$ cat config.mk
export PLATFORM = sky130hd
export DESIGN_NAME = rr_grant_sched
export DESIGN_NICKNAME = d
export VERILOG_FILES = /design/src/rtl/rr_grant_sched.sv
export SDC_FILE = /design/constraint.sdc
export NUM_CORES = 1
export LEC_CHECK = 0
export ABC_CLOCK_PERIOD_IN_PS = 4050
export CAP_MARGIN = 0
export CORE_MARGIN = 8
export CORE_UTILIZATION = 50
export DETAILED_ROUTE_END_ITERATION = 12
export MAX_ROUTING_LAYER = met4
export PLACE_DENSITY_LB_ADDON = 0.15
export SYNTH_ARGS = -nofsm -noshare
export SYNTH_HDL_FRONTEND = slang
export SYNTH_SLANG_ARGS = --single-unit
export TNS_END_PERCENT = 30
$ cat constraint.sdc
create_clock -name clk -period 4.05 [get_ports clk]
set_input_delay 0.6075 -clock clk [delete_from_list [all_inputs] [get_ports clk]]
set_output_delay 0.6075 -clock clk [all_outputs]
set_load 0.1 [all_outputs]
$ cat src/rtl/rr_grant_sched.sv
// Round-robin grant scheduler: one tenure at a time, rotating priority, one idle cycle between
// grants. Define RR_GRANT_SCHED_TIMEOUT_EN to bound each tenure to HOLD_MAX cycles.
// `release` is a reserved word, so the release pulse input is named rel.
module rr_grant_sched #(
  parameter int unsigned N        = 8,
  parameter int unsigned W        = 3,
  parameter int unsigned HOLD_MAX = 15
) (
  input  logic         clk,
  input  logic         rst_n,
  input  logic [N-1:0] req,
  input  logic         rel,
  output logic [N-1:0] gnt,
  output logic [W-1:0] gnt_idx,
  output logic         gnt_valid,
  output logic         timeout
);

  typedef enum logic [0:0] {StIdle, StBusy} state_e;

  localparam logic [W:0]   NumReq  = (W+1)'(N);
  localparam logic [W-1:0] LastIdx = W'(N-1);

  state_e         state_q;
  logic [W-1:0]   ptr_q;
  logic [N-1:0]   gnt_q;
  logic [W-1:0]   gnt_idx_q;
  logic           gnt_valid_q;
  logic           timeout_q;

  logic [N-1:0]   req_rot;
  logic [W-1:0]   win_off;
  logic [W:0]     win_sum;
  logic [W-1:0]   win_idx;
  logic [W-1:0]   ptr_next;
  logic           rel_end;
  logic           hold_expired;
  logic           tenure_end;

  // Rotate so that bit 0 of req_rot is the requester at the pointer.
  assign req_rot = N'({req, req} >> ptr_q);

  always_comb begin
    win_off = '0;
    for (int i = int'(N) - 1; i >= 0; i--) begin
      if (req_rot[i]) win_off = W'(i);
    end
  end

  assign win_sum  = {1'b0, ptr_q} + {1'b0, win_off};
  assign win_idx  = (win_sum >= NumReq) ? W'(win_sum - NumReq) : W'(win_sum);
  assign ptr_next = (gnt_idx_q == LastIdx) ? '0 : gnt_idx_q + 1'b1;

  // A dropped request from the holder ends the tenure just like rel.
  assign rel_end    = rel || !req[gnt_idx_q];
  assign tenure_end = rel_end || hold_expired;

`ifdef RR_GRANT_SCHED_TIMEOUT_EN
  localparam int unsigned      CntW    = $clog2(HOLD_MAX + 1);
  localparam logic [CntW-1:0]  CntLast = CntW'(HOLD_MAX - 1);

  logic [CntW-1:0] cnt_q;

  // Counter is 0 in the first granted cycle, so expiry lands after HOLD_MAX granted cycles.
  always_ff @(posedge clk or negedge rst_n) begin
    if (!rst_n) begin
      cnt_q <= '0;
    end else if (state_q == StIdle || tenure_end) begin
      cnt_q <= '0;
    end else begin
      cnt_q <= cnt_q + 1'b1;
    end
  end

  assign hold_expired = (state_q == StBusy) && (cnt_q == CntLast);
`else
  logic unused_hold_max;
  assign unused_hold_max = (HOLD_MAX == 0);
  assign hold_expired    = 1'b0;
`endif

  always_ff @(posedge clk or negedge rst_n) begin
    if (!rst_n) begin
      state_q     <= StIdle;
      ptr_q       <= '0;
      gnt_q       <= '0;
      gnt_idx_q   <= '0;
      gnt_valid_q <= 1'b0;
      timeout_q   <= 1'b0;
    end else begin
      timeout_q <= 1'b0;
      case (state_q)
        StIdle: begin
          if (|req) begin
            state_q     <= StBusy;
            gnt_q       <= N'(1) << win_idx;
            gnt_idx_q   <= win_idx;
            gnt_valid_q <= 1'b1;
          end
        end
        StBusy: begin
          if (tenure_end) begin
            state_q     <= StIdle;
            gnt_q       <= '0;
            gnt_idx_q   <= '0;
            gnt_valid_q <= 1'b0;
            ptr_q       <= ptr_next;
            timeout_q   <= hold_expired && !rel_end;
          end
        end
        default: state_q <= StIdle;
      endcase
    end
  end

  assign gnt       = gnt_q;
  assign gnt_idx   = gnt_idx_q;
  assign gnt_valid = gnt_valid_q;
  assign timeout   = timeout_q;

endmodule

After elaboration in Yosys (flattened, before gate mapping):

Index checks and enable logic that the tools add are counted.

* register bits after elaboration: 16
* latch bits: 0
* bits in writable memories: 0
* memory bits (read-only): 0
* input bits: 11
* output and inout bits: 13
* memories kept: 0

* $add $sub $neg: 3
* multipliers: 0
* divide/modulo/power cells: 0
* order comparisons: 2
* equal/unequal tests: 3
* shifts and indexed selects: 2
* muxes and demuxes: 24
* bitwise operators: 1
* reduce and logical (&&, ||, !) cells: 5

Operators by type and width (count)
* 3-bit two-way mux: 12
* 8-bit two-way mux: 2
* 8-bit case mux with 2 select lines: 1
* 16-bit by 3-bit >> shifter with 8-bit output: 1
* 8-bit OR reduction: 1
* 1-bit by 3-bit << shifter with 8-bit output (first input constant): 1
* 3-bit case mux with 2 select lines: 1
* 1-bit two-way mux: 5
* 3-bit by 3-bit adder with 4-bit output: 1
* 4-bit >= comparator (second input constant): 1
* 3-bit by 4-bit less-than comparator with 1-bit output (second input constant): 1
* 1-bit case mux with 2 select lines: 2
* 2-bit AND reduction: 2
* 3-bit by 1-bit adder with 3-bit output (second input constant): 1
* 1-bit binary-select mux with 3-bit select: 1
* 3-bit equality test (second input constant): 1
* 3-bit by 1-bit subtractor with 3-bit output (second input constant): 1
* 2-bit by 1-bit inequality test with 1-bit output (second input constant): 1
* 2-bit inequality test (second input constant): 1
* 1-bit zero test: 1
* 1-bit logical OR: 1
* 1-bit inverter: 1

Depth between registers and ports, before layout:

* depth in word-level cells: 15
* mapped depth: 14

Worst setup path before layout:

OpenSTA, ideal clock, no wires.

* kind: register to register
* start point: register ptr_q[1]
* end point: register gnt_q[1] (netlist: gnt[1])
* library setup time: 0.138 ns
* data arrival time: 2.858 ns
* data required time: 3.912 ns
* setup slack: 1.054 ns
* cell stages (with the launch flop): 15
* buffers on the path: 2
* period minus slack after synthesis: 2.996 ns
* path through: dfrtp_1 buf_6 buf_2 mux2_2 mux2i_1 o311ai_0 a21oi_1 o21ai_0 a21oi_1 ha_1 inv_1 fa_1 xnor2_1 xor2_1 o32ai_1

* cells in the longest elaborated chain, start to end: 15

RTL lines
* start: declaration: line 25 `logic [W-1:0] ptr_q;`
* start signal: assignment: line 107 `ptr_q <= ptr_next;`
* 16-bit by 3-bit >> shifter with 8-bit output: line 41 `assign req_rot = N'({req, req} >> ptr_q);`
* 3-bit two-way mux (8 in a row): line 46 `if (req_rot[i]) win_off = W'(i);`
* 3-bit by 3-bit adder with 4-bit output *: line 50 `assign win_sum = {1'b0, ptr_q} + {1'b0, win_off};`
* 4-bit >= comparator / 3-bit by 1-bit subtractor with 3-bit output (equally long branches): line 51 `assign win_idx = (win_sum >= NumReq) ? W'(win_sum - NumReq) : W'(win_sum);`
* 3-bit two-way mux *: line 51
* 1-bit by 3-bit << shifter with 8-bit output *: line 96 `gnt_q <= N'(1) << win_idx;`
* 8-bit two-way mux *: line 94 `if (|req) begin`
* 8-bit case mux with 2 select lines *: line 92 `case (state_q)`
* end signal: assignment: line 96
* end: declaration: line 26 `logic [N-1:0] gnt_q;`

Mark *: on every way between the ends. The rest lies on a longest branch, timed or not. The select of a mux whose other input is x is not followed.
A chain may end at the register's enable or synchronous reset.

Final worst setup path:

* start point: input req[2]
* end point: register gnt_q[6] (netlist: gnt[6])

* cells in the longest elaborated chain, start to end: 15

RTL lines
* start: declaration: line 11 `input logic [N-1:0] req,`
* 16-bit by 3-bit >> shifter with 8-bit output: line 41
* 3-bit two-way mux (8 in a row): line 46
* 3-bit by 3-bit adder with 4-bit output: line 50
* 4-bit >= comparator / 3-bit by 1-bit subtractor with 3-bit output (equally long branches): line 51
* 3-bit two-way mux: line 51
* 1-bit by 3-bit << shifter with 8-bit output: line 96
* 8-bit two-way mux: line 94
* 8-bit case mux with 2 select lines: line 92

Several ways; a longest one is shown, not always the timed one. The select of a mux whose other input is x is not followed.

==> results.yml <==
global_routing:
  busiest_layer: "met2"
  met3_usage_pct: 2.908
  grt_pass1_vias: 1167
  grt_usage_pct: 16.09
  grt_use_met2_pct: 25.55
  gr-usage-met1_pct: 19.46
  grt_pass1_wl_mm: 5.616
  grt-ovfl-total: 0
  grt_start_max_net_pins: 18
  antenna_found_initial: 0
sta:
  clock.fmax_ghz: 0.2856
  hold_violations: 0
  setup_tns_ps: 0
  period_minus_slack_ps: 3502
  fin_crit_sh_pct: 86.46
  maxSlewViolCount: 0
  grt_setup_unrepaired: "no"
  final.setup_skew_ps: 1.715
  worst_pin_slew_ps: 984.6
  slew_headroom_pct: 34.16
  finalSetupViolCount: 0
clock_network:
  cts_hold_buf: 0
  cts_tree: "built"
  cts_setup_buffers: 0
  clock_latency_ps: 290
  htreeDepth: 1
  cts_sinks: 16
  cts_made_buffers: 3
  clkTransAtPathRegs_ps: 80
  cts_resized: 0
  clockBufferDepth: 2
  cts_root_buffer: "clkbuf_4"
floorplan:
  num_rows: 19
  core-area_um2: 2710
  ios: 24
  die_h_um: 68.87
  die_area_um2: 4743
  die_w_um: 68.87
  start_util_pct: 51.57
final_layout:
  final_layout_size_suffix_gt1_share_pct: 11.95
  syn2layout_area_growth_pct: 17.28
  antennaDiodeCount: 0
  final_nets: 176
detailed_routing:
  wl_per_cell_um: 17.85
  via_per_inst: 6.226
  ant_nets: 0
  drt_wl_total_mm: 3.392
  via_count: 1183
  drc: 0
  drt_iter0_drc: 170
  first_pass_iters: 5
worst_setup_path:
  worstPathMaxFanout: 6
  cp_common_cell: "xnor2_1"
  critical-path-max-stage-delay_ps: 610
  path_cells: "clkdlybuf4s50_1 > nor2_1 > mux4_1 > mux2i_1 > a31oi_1 > or2_2 > fa_1 > xnor2_1 > xnor2_1 > o41ai_1"
  cp.required_ps: 4220
  crit_start: "req[2]"
  start_kind: "input pin"
  slowest_stage: "clkdlybuf4s50_1"
  rr_startpoint: "ptr_q[2]"
  critPathArrivalTime_ps: 3670
  path_buf_inv: 1
  crit_type: "input pin to flop"
  cp_top_family: "multiplexers"
  cp-end-kind: "flop"
logic_synthesis:
  netlist.top_cell.by_area: "dfrtp_1"
  yosys-top-cells-count: "nand2_1 (17), dfrtp_1 (16), nor2_1 (13), mux2i_1 (12), o21ai_0 (11)"
  async_flop_share_pct: 100.0
  synthDistinctLibCells: 36
  synth_top_area_share_pct: 28.65
  synthCells: 142
  synthFlopType: "dfrtp_1"
  synth.most_common_cell: "nand2_1"
  yosys-top-cells-area: "dfrtp_1 (29%), mux4_2 (9.7%), mux4_1 (9.4%)"
  yosys_warnings: 0
  ys_ff_latch: 16
  syn_avg_cell_area_um2: 9.842
  syn_area_um2: 1398
  synth_seq_area_share_pct: 28.65
  synth_edf_count: 0
  syn_nets: 157
placed_design:
  portBuffers: 22
  dp_hpwl_mm: 2.535
  place.gp.congestion: 0.8840
status:
  outcome: "finished clean"
run:
  cap_viol_max_count: 0
worst_hold_path:
  hold_class: "flop to flop"
  min_from: "gnt[4]"
[worst paths after layout]
kind,slack (ps),depth (start not counted),endpoint
max reg2reg,710,9,gnt[6]
min in group asynchronous,730,1,gnt[3]
min,520,2,gnt[4]
min reg2reg,520,2,gnt[4]
max,550,10,gnt[6]
max in group asynchronous,2890,1,ptr_q[0]
[final cells by class]
type                       instances  area (um2)
fill                             229        1071
multi-input combinational        111       927.1
sequential                        16       400.4
timing repair buffer              23       227.7
tap                               31       38.79
clock buffer                       3       22.52
inverter                           6       22.52
[layer usage]
| layer | up-vias | part of all wire (%) | wire length [um] |
|---|---|---|---|
| met5 | - | 0 | 0 |
| met2 | 37 | 49 | 1666 |
| li1 | 567 | - | - |
| met1 | 574 | 42 | 1424 |
| met3 | 5 | 7.2 | 244 |
| met4 | 0 | 1.7 | 57 |
[worst register-to-register path, cell delays in order (launching register included)]
cell and delay (ps):
dfrtp_1 560, inv_2 250, mux4_1 590, mux2i_1 260
a31oi_1 60, or2_2 310, fa_1 410, xnor2_1 260
xnor2_1 190, o41ai_1 330
[state kept, by name, summed over array words and instances, names as in the netlist]
register	cells
gnt_idx	3
ptr_q	3
state_q	1
gnt_valid	1
gnt	8
[logic make-up after synthesis]
kind of cell    share of synthesized area (%)
simple gates                            13.52
flops                                   28.65
fa+ha+maj                               4.119
compound gates                          14.86
mux                                     31.69
other cells                            0.2683
buf+inv                                 5.013
xor+xnor                                1.880
[cells in the final DEF, fill, tap and decap left out, types with 4 or more instances in the layout]
cell type	instances
dfrtp_1	16
mux4_2	6
o32ai_1	4
inv_1	4
nor2_1	13
nand2_1	17
clkdlybuf4s50_1	22
mux4_1	5
o21ai_0	11
a21oi_1	9
mux2i_1	12
mux2_2	5
[through the flow]
stage               util (%)  hold WS [ps]  instance area, um2  worst slack [ps]  std cells
floorplan                  -         311.9                1398              1054        142
global placement       59.65         503.5                1617             302.6        187
detailed placement     59.65         503.8                1617             296.7        187
CTS                    60.48         520.4                1639             553.0        190
global route           60.48         536.0                1639             250.2        190
finish                 60.48         516.4                1639             548.3        190
Power is not shown: default switching activity piles up to over one toggle a cycle in this logic, so the estimate is an artifact.
